==> src/rtl/imm_ext_pkg.sv <==
// Shared types for the immediate-extension pipeline: mode encoding and occupancy state.
// Latency: n/a (types only).
// Backpressure: n/a (types only).
package imm_ext_pkg;

  typedef enum logic [1:0] {
    IMMX_SIGN  = 2'b00,
    IMMX_ZERO  = 2'b01,
    IMMX_UPPER = 2'b10,
    IMMX_ONES  = 2'b11
  } immx_mode_e;

  typedef enum logic [1:0] {
    OCC_EMPTY = 2'b00,
    OCC_ONE   = 2'b01,
    OCC_TWO   = 2'b10
  } occ_state_e;

endpackage

==> src/rtl/imm_ext_core.sv <==
// Combinational immediate extension (sign / zero / upper / ones) from IN_W to OUT_W bits.
// Latency: 0 cycles, pure combinational.
// Backpressure: none; the caller registers the result.
module imm_ext_core
  import imm_ext_pkg::*;
#(
  parameter int IN_W  = 16,
  parameter int OUT_W = 32
) (
  input  logic [IN_W-1:0]  in_data,
  input  logic [1:0]       in_mode,
  output logic [OUT_W-1:0] ext_data
);

  generate
    if (OUT_W == IN_W) begin : g_pass
      // No room to extend: every mode is a straight pass-through.
      logic unused_mode;
      assign unused_mode = ^in_mode;
      assign ext_data    = in_data;
    end else begin : g_ext
      localparam int PAD = OUT_W - IN_W;

      // Select the fill pattern for the bits that the immediate does not cover.
      always_comb begin
        ext_data = {{PAD{in_data[IN_W-1]}}, in_data};
        case (immx_mode_e'(in_mode))
          IMMX_SIGN:  ext_data = {{PAD{in_data[IN_W-1]}}, in_data};
          IMMX_ZERO:  ext_data = {{PAD{1'b0}}, in_data};
          IMMX_UPPER: ext_data = {in_data, {PAD{1'b0}}};
          IMMX_ONES:  ext_data = {{PAD{1'b1}}, in_data};
          default:    ext_data = {{PAD{in_data[IN_W-1]}}, in_data};
        endcase
      end
    end
  endgenerate

endmodule

==> src/rtl/imm_extend_pipe.sv <==
// Registered immediate extender with a 2-entry (main + skid) output buffer; IMMX_COUNT_EN adds xfer_count.
// Latency: 1 cycle from input transfer to out_valid when empty.
// Backpressure: in_ready is registered and drops only when both entries are full.
module imm_extend_pipe
  import imm_ext_pkg::*;
#(
  parameter int IN_W  = 16,
  parameter int OUT_W = 32
) (
  input  logic             clk,
  input  logic             rst,
  input  logic             in_valid,
  output logic             in_ready,
  input  logic [IN_W-1:0]  in_data,
  input  logic [1:0]       in_mode,
  output logic             out_valid,
  input  logic             out_ready,
  output logic [OUT_W-1:0] out_data
`ifdef IMMX_COUNT_EN
  ,
  output logic [15:0]      xfer_count
`endif
);

  occ_state_e       state_q, state_d;
  logic             in_ready_q, in_ready_d;
  logic             out_valid_q, out_valid_d;
  logic [OUT_W-1:0] main_q, skid_q, ext_data;
  logic             in_xfer, out_xfer;
  logic             load_main_ext, load_main_skid, load_skid;

  imm_ext_core #(
    .IN_W  (IN_W),
    .OUT_W (OUT_W)
  ) u_core (
    .in_data  (in_data),
    .in_mode  (in_mode),
    .ext_data (ext_data)
  );

  assign in_xfer   = in_valid & in_ready_q;
  assign out_xfer  = out_valid_q & out_ready;
  assign in_ready  = in_ready_q;
  assign out_valid = out_valid_q;
  assign out_data  = main_q;

  // Occupancy next state and data-register steering; handshake flags follow the next state.
  always_comb begin
    state_d        = state_q;
    load_main_ext  = 1'b0;
    load_main_skid = 1'b0;
    load_skid      = 1'b0;
    case (state_q)
      OCC_EMPTY: begin
        if (in_xfer) begin
          state_d       = OCC_ONE;
          load_main_ext = 1'b1;
        end
      end
      OCC_ONE: begin
        case ({in_xfer, out_xfer})
          2'b10: begin
            state_d   = OCC_TWO;
            load_skid = 1'b1;
          end
          2'b01: state_d = OCC_EMPTY;
          2'b11: load_main_ext = 1'b1;
          default: state_d = OCC_ONE;
        endcase
      end
      OCC_TWO: begin
        // in_ready is low here, so only the drain side can move.
        if (out_xfer) begin
          state_d        = OCC_ONE;
          load_main_skid = 1'b1;
        end
      end
      default: state_d = OCC_EMPTY;
    endcase
    in_ready_d  = (state_d != OCC_TWO);
    out_valid_d = (state_d != OCC_EMPTY);
  end

  // Occupancy state and registered handshake outputs; reset drops them at once.
  always_ff @(posedge clk or posedge rst) begin
    if (rst) begin
      state_q     <= OCC_EMPTY;
      in_ready_q  <= 1'b1;
      out_valid_q <= 1'b0;
    end else begin
      state_q     <= state_d;
      in_ready_q  <= in_ready_d;
      out_valid_q <= out_valid_d;
    end
  end

  // Result storage: main feeds out_data, skid catches the one extra result under stall.
  always_ff @(posedge clk or posedge rst) begin
    if (rst) begin
      main_q <= '0;
      skid_q <= '0;
    end else begin
      if (load_main_ext) begin
        main_q <= ext_data;
      end else if (load_main_skid) begin
        main_q <= skid_q;
      end
      if (load_skid) begin
        skid_q <= ext_data;
      end
    end
  end

`ifdef IMMX_COUNT_EN
  logic [15:0] count_q;

  // Free-running count of accepted inputs, wraps naturally at 16 bits.
  always_ff @(posedge clk or posedge rst) begin
    if (rst) begin
      count_q <= '0;
    end else if (in_xfer) begin
      count_q <= count_q + 16'd1;
    end
  end

  assign xfer_count = count_q;
`endif

endmodule

==> config.mk <==
export PLATFORM = sky130hd
export DESIGN_NAME = imm_extend_pipe
export DESIGN_NICKNAME = d
export VERILOG_FILES = /design/src/rtl/imm_ext_pkg.sv /design/src/rtl/imm_ext_core.sv /design/src/rtl/imm_extend_pipe.sv
export SDC_FILE = /design/constraint.sdc
export NUM_CORES = 1
export LEC_CHECK = 0
export CORE_AREA = 8 8 81 83
export CTS_CLUSTER_DIAMETER = 60
export DETAILED_ROUTE_END_ITERATION = 8
export DIE_AREA = 0 0 89 91
export DONT_BUFFER_PORTS = 1
export PLACE_DENSITY = 0.86
export SYNTH_ARGS = -nofsm -noshare
export SYNTH_HDL_FRONTEND = slang
export SYNTH_SLANG_ARGS = --single-unit
==> constraint.sdc <==
create_clock -name clk -period 2.5 [get_ports clk]
set_clock_uncertainty 0.15 [all_clocks]
set_input_delay 0.5 -clock clk [delete_from_list [all_inputs] [get_ports clk]]
set_output_delay 0.5 -clock clk [all_outputs]
set_load 0.05 [all_outputs]
Word-level counts from Yosys, hierarchy flattened. Cells that the tools add are included.

Logic and storage cells: 34. Bits in registers: 68. Bits of input ports: 22. Output and inout bits: 34.

Reductions and logical operators: 4. Bitwise gates (word level): 2. Mux-type cells: 14. Eq/ne operators: 9.

Operator list (count): $pmux W32 S4 (1); $mux W32 (2); $pmux W2 S3 (2); $eq A2 B2 Y1 const B (5); $eq A2 B1 Y1 const B (3); $mux W1 (6); $logic_not A2 Y1 (2); $mux W2 (2); $reduce_bool A2 Y1 (2); $and A1 B1 Y1 (2); $ne A2 B2 Y1 const B (1); $pmux W1 S2 (1).

Longest topological paths before layout.
Depth in word-level cells: 5. Depth in mapped cells: 5. Depth with buffers taken out: 3.

By module. A second synthesis with hierarchy kept.

Cells, all modules: 244. Area total of the unflattened synthesis: 3537.1 µm².

By module, submodules not included: imm_extend_pipe (times used 1, area each 3244.4 µm², cells each 190, seq. area each 1702.9 µm²); imm_ext_core (times used 1, area each 292.8 µm², cells each 54, seq. area each 0.0 µm²).

Least setup slack after synthesis. OpenSTA, ideal clock, no wires.

Kind: reg-to-reg. From: reg out_valid_q, in the netlist out_valid. To: reg main_q[0], in the netlist out_data[0]. Slack: 694 ps. Clock period less this slack: 1806 ps. Cell stages (with the launch flop): 5. Arrival time: 1577 ps. Required time: 2271 ps. Path buffers: 1. Library setup time: 79 ps. Cells stage by stage: dfrtp_1 -> a21boi_2 -> nor3_4 -> buf_2 -> mux2i_1.

Cells in the longest elaborated chain, start to end: 5. Elaborated cells on any way between the ends: 8. Those cells by class: eq/ne (1); mux (5); bitwise (1); reduce/logical (1).

Ends and longest elaborated chain: start: declaration (line imm_extend_pipe.sv:27) `logic out_valid_q, out_valid_d;`; start signal: assignment (line imm_extend_pipe.sv:93) `out_valid_q <= out_valid_d;`; $and A1 B1 Y1 * (line imm_extend_pipe.sv:42) `assign out_xfer = out_valid_q & out_ready;`; $eq A2 B2 Y1 (line imm_extend_pipe.sv:61) `case ({in_xfer, out_xfer})`; $mux W1 (line imm_extend_pipe.sv:61); $pmux W1 S2 (line imm_extend_pipe.sv:53) `case (state_q)`; $mux W32 / $reduce_bool A2 Y1 (equally long branches); end signal: assignment (line imm_extend_pipe.sv:104) `main_q <= ext_data;`; end signal: assignment (line imm_extend_pipe.sv:106) `main_q <= skid_q;`; end: declaration (line imm_extend_pipe.sv:28) `logic [OUT_W-1:0] main_q, skid_q, ext_data;`.

Mark *: on every way between the ends. The rest lies on a longest branch, timed or not. A chain may end at the register's enable or synchronous reset.

Worst setup path after layout.
From: reg in_ready_q, in the netlist in_ready. To: reg main_q[17], in the netlist out_data[17].

Cells in the longest elaborated chain, start to end: 5. Elaborated cells on any way between the ends: 7. Those cells by class: eq/ne (1); mux (4); bitwise (1); reduce/logical (1).

Ends and longest elaborated chain: start: declaration (line imm_extend_pipe.sv:26) `logic in_ready_q, in_ready_d;`; start signal: assignment (line imm_extend_pipe.sv:92) `in_ready_q <= in_ready_d;`; $and A1 B1 Y1 * (line imm_extend_pipe.sv:41) `assign in_xfer = in_valid & in_ready_q;`; $eq A2 B2 Y1 (line imm_extend_pipe.sv:61); $mux W1 (line imm_extend_pipe.sv:61); $pmux W1 S2 * (line imm_extend_pipe.sv:53); $mux W32 / $reduce_bool A2 Y1 (equally long branches).

Marks and branches as above.

==> impl_metrics.env <==
export IMPL_die_w_um=89
export IMPL_synth_warning_count=0
export IMPL_htree_levels=3
export IMPL_status="finished clean"
export IMPL_fmax_mhz=505
export IMPL_postCtsSetupRepairBufs=0
export IMPL_max_cap_violations=0
export IMPL_postCtsHoldBufs=1
export IMPL_r2r_worst_path_cells=4
export IMPL_arrival_ps=2080
export IMPL_wl_per_cell_um=20.9
export IMPL_hp_class="in2reg"
export IMPL_portBuffers=0
export IMPL_seq_area_um2=1700
export IMPL_r2r_slack_ps=520
export IMPL_leakagePower_nw=1.89
export IMPL_drv_slew=0
export IMPL_synth_area_leaders="dfrtp_1 52%, mux2i_1 24%, nand4_1 3.5%"
export IMPL_yosysTopAreaCell="dfrtp_1"
export IMPL_fill_cells=410
export IMPL_cts_tree="done"
export IMPL_n_antenna_cell=0
export IMPL_drt_iter0_drc=285
export IMPL_root_buffer="clkbuf_8"
export IMPL_syn_inst=270
export IMPL_grt_pass1_vias=2267
export IMPL_tightest_slew_ps=1210
export IMPL_yosysUniqueCellTypes=26
export IMPL_netlist_area_um2=3230
export IMPL_cp_end_kind="register"
export IMPL_dr_pass1_iters=4
export IMPL_layout_nets=291
export IMPL_wirelength_mm=7.22
export IMPL_antenna_found_initial=0
export IMPL_powerDensity_nw_per_um2=1510
export IMPL_io_pins=56
export IMPL_ys_seq_area_share_pct=52.7
export IMPL_slew_headroom_pct=19.4
export IMPL_place_congestion=0.779
export IMPL_floorplan_die_area_um2=8100
export IMPL_setup_violations=0
export IMPL_r2r_end="out_data[17]$_DFFE_PP0P_"
export IMPL_drive_gt1_share_pct=15.0
export IMPL_ant_nets=0
export IMPL_cts_buffers=9
export IMPL_clk_pin_slew_worst_paths_ps=80
export IMPL_worstSetupStartpointType="register"
export IMPL_syn_nets=292
export IMPL_hold_start="in_data[13]"
export IMPL_clock_sinks=68
export IMPL_rr_startpoint="in_ready$_DFF_PP1_"
export IMPL_grt_max_degree=69
export IMPL_critPathMaxFanout=32
export IMPL_synth_top_area_share_pct=51.9
export IMPL_synth_seq_cells=68
export IMPL_dp_hpwl_mm=4.63
export IMPL_cts_max_path_buffers=2
export IMPL_post_route_drc_count=0
export IMPL_tns_ps=0
export IMPL_grt_total_usage_pct=18.9
export IMPL_period_share_pct=79.3
export IMPL_hold_path_end="out_data[13]$_DFFE_PP0P_"
export IMPL_core_region_area_um2=5340
export IMPL_synth_area_per_cell_um2=12.0
export IMPL_vias=2128
export IMPL_grt_overflow_total=0
export IMPL_clock_latency_ps=330
export IMPL_hold_viol=0
export IMPL_viasPerCell=6.15
export IMPL_critical_path_class="reg2reg"
export IMPL_hold_depth=2
export IMPL_peakVddDrop_v=0.000723
export IMPL_layout_min_cycle_time_ps=1980
export IMPL_multi_input_area_um2=1300
export IMPL_start_util_pct=60.5
export IMPL_cp_required_ps=2600
export IMPL_rsz0062_at_grt="no"
export IMPL_hold_ws_ps=161
export IMPL_final_cell_mix="77 x mux2i_1, 67 x dfrtp_1, 22 x inv_1, 18 x nand4_1, 16 x o22ai_1"
export IMPL_areaGrowthSynthToFinish_pct=7.52
export IMPL_final_common_cell="mux2i_1"
export IMPL_cts_resized=0
export IMPL_grt_pass1_wl_mm=11.9
export IMPL_rows=27
export IMPL_dieHeight_um=91
layer usage:
metal	track usage, %	share of wire [%]
met1	24.5	42
met2	28.0	47
met3	6.67	9.3
met4	8.04	1.4
met5	0	0
registers in the layout, indices dropped and copies added (netlist names):
| name | cells |
|---|---|
| out_data | 32 |
| skid_q | 32 |
| state_q | 2 |
| out_valid | 1 |
| in_ready | 1 |
synth_stat cells (all sizes together):
| cell type | number |
|---|---|
| nand4 | 18 |
| a21boi | 1 |
| dfstp | 1 |
| inv | 23 |
| mux2i | 77 |
| nand2b | 1 |
| and2 | 1 |
| clkbuf | 6 |
| nand4b | 1 |
| nor2 | 1 |
| and3b | 1 |
| buf | 16 |
| o21ai | 9 |
| dfrtp | 67 |
| or2 | 1 |
| o22ai | 16 |
| nor2b | 2 |
| a31oi | 1 |
| nand2 | 12 |
| a21oi | 3 |
| a21bo | 10 |
| mux2 | 1 |
| nor3 | 1 |
report_power, final:
group / switching, W / internal, W
Clock: 0.000415 / 0.000513
Sequential: 0.00129 / 0.00164
Combinational: 0.000731 / 0.000644
Total: 0.00244 / 0.00279
critical path, cell delays in order (launching register included):
cell and delay, ps:
dfstp_2 700, nand2_1 190, nor3_4 140, buf_4 460, mux2i_1 260
cells by family after synthesis:
group	share of synthesized area [%]
muxes	24.2
and+or+nand+nor	7.44
AOI/OAI and AO/OA	8.60
buffers and inverters	7.01
DFF	52.7
per-stage QoR:
stage / power, W / std cells / utilization (%) / area [um2] / setup WS (ps)
2_1_floorplan: 0.00401 / 270 / - / 3230 / 140
3_3_place_gp: 0.00424 / 329 / 61.1 / 3260 / 343
3_5_place_dp: 0.00433 / 329 / 61.1 / 3260 / 306
4_1_cts: 0.00525 / 346 / 65.0 / 3470 / 507
5_1_grt: 0.00551 / 346 / 65.0 / 3470 / 414
6_report: 0.00523 / 346 / 65.0 / 3470 / 518
area by class of cell:
cell class / instances / area share, %
timing repair buffer: 10 / 2.59
clock inverter: 4 / 1.37
multi-input combinational: 157 / 37.4
clock buffer: 12 / 4.47
inverter: 23 / 2.49
sequential: 68 / 49.0
tap: 72 / 2.59
worst max path at each step:
stage	endpoint	start	slack [ps]
after floorplan	out_data[0]$_DFFE_PP0P_	rst	140
after global placement	skid_q[18]$_DFFE_PP0P_	in_data[15]	340
after detailed placement	skid_q[29]$_DFFE_PP0P_	in_data[15]	310
after CTS	out_data[17]$_DFFE_PP0P_	in_ready$_DFF_PP1_	510
after global routing	out_data[17]$_DFFE_PP0P_	in_ready$_DFF_PP1_	410
final	out_data[17]$_DFFE_PP0P_	in_ready$_DFF_PP1_	520
(Power assumes the default switching activity.)
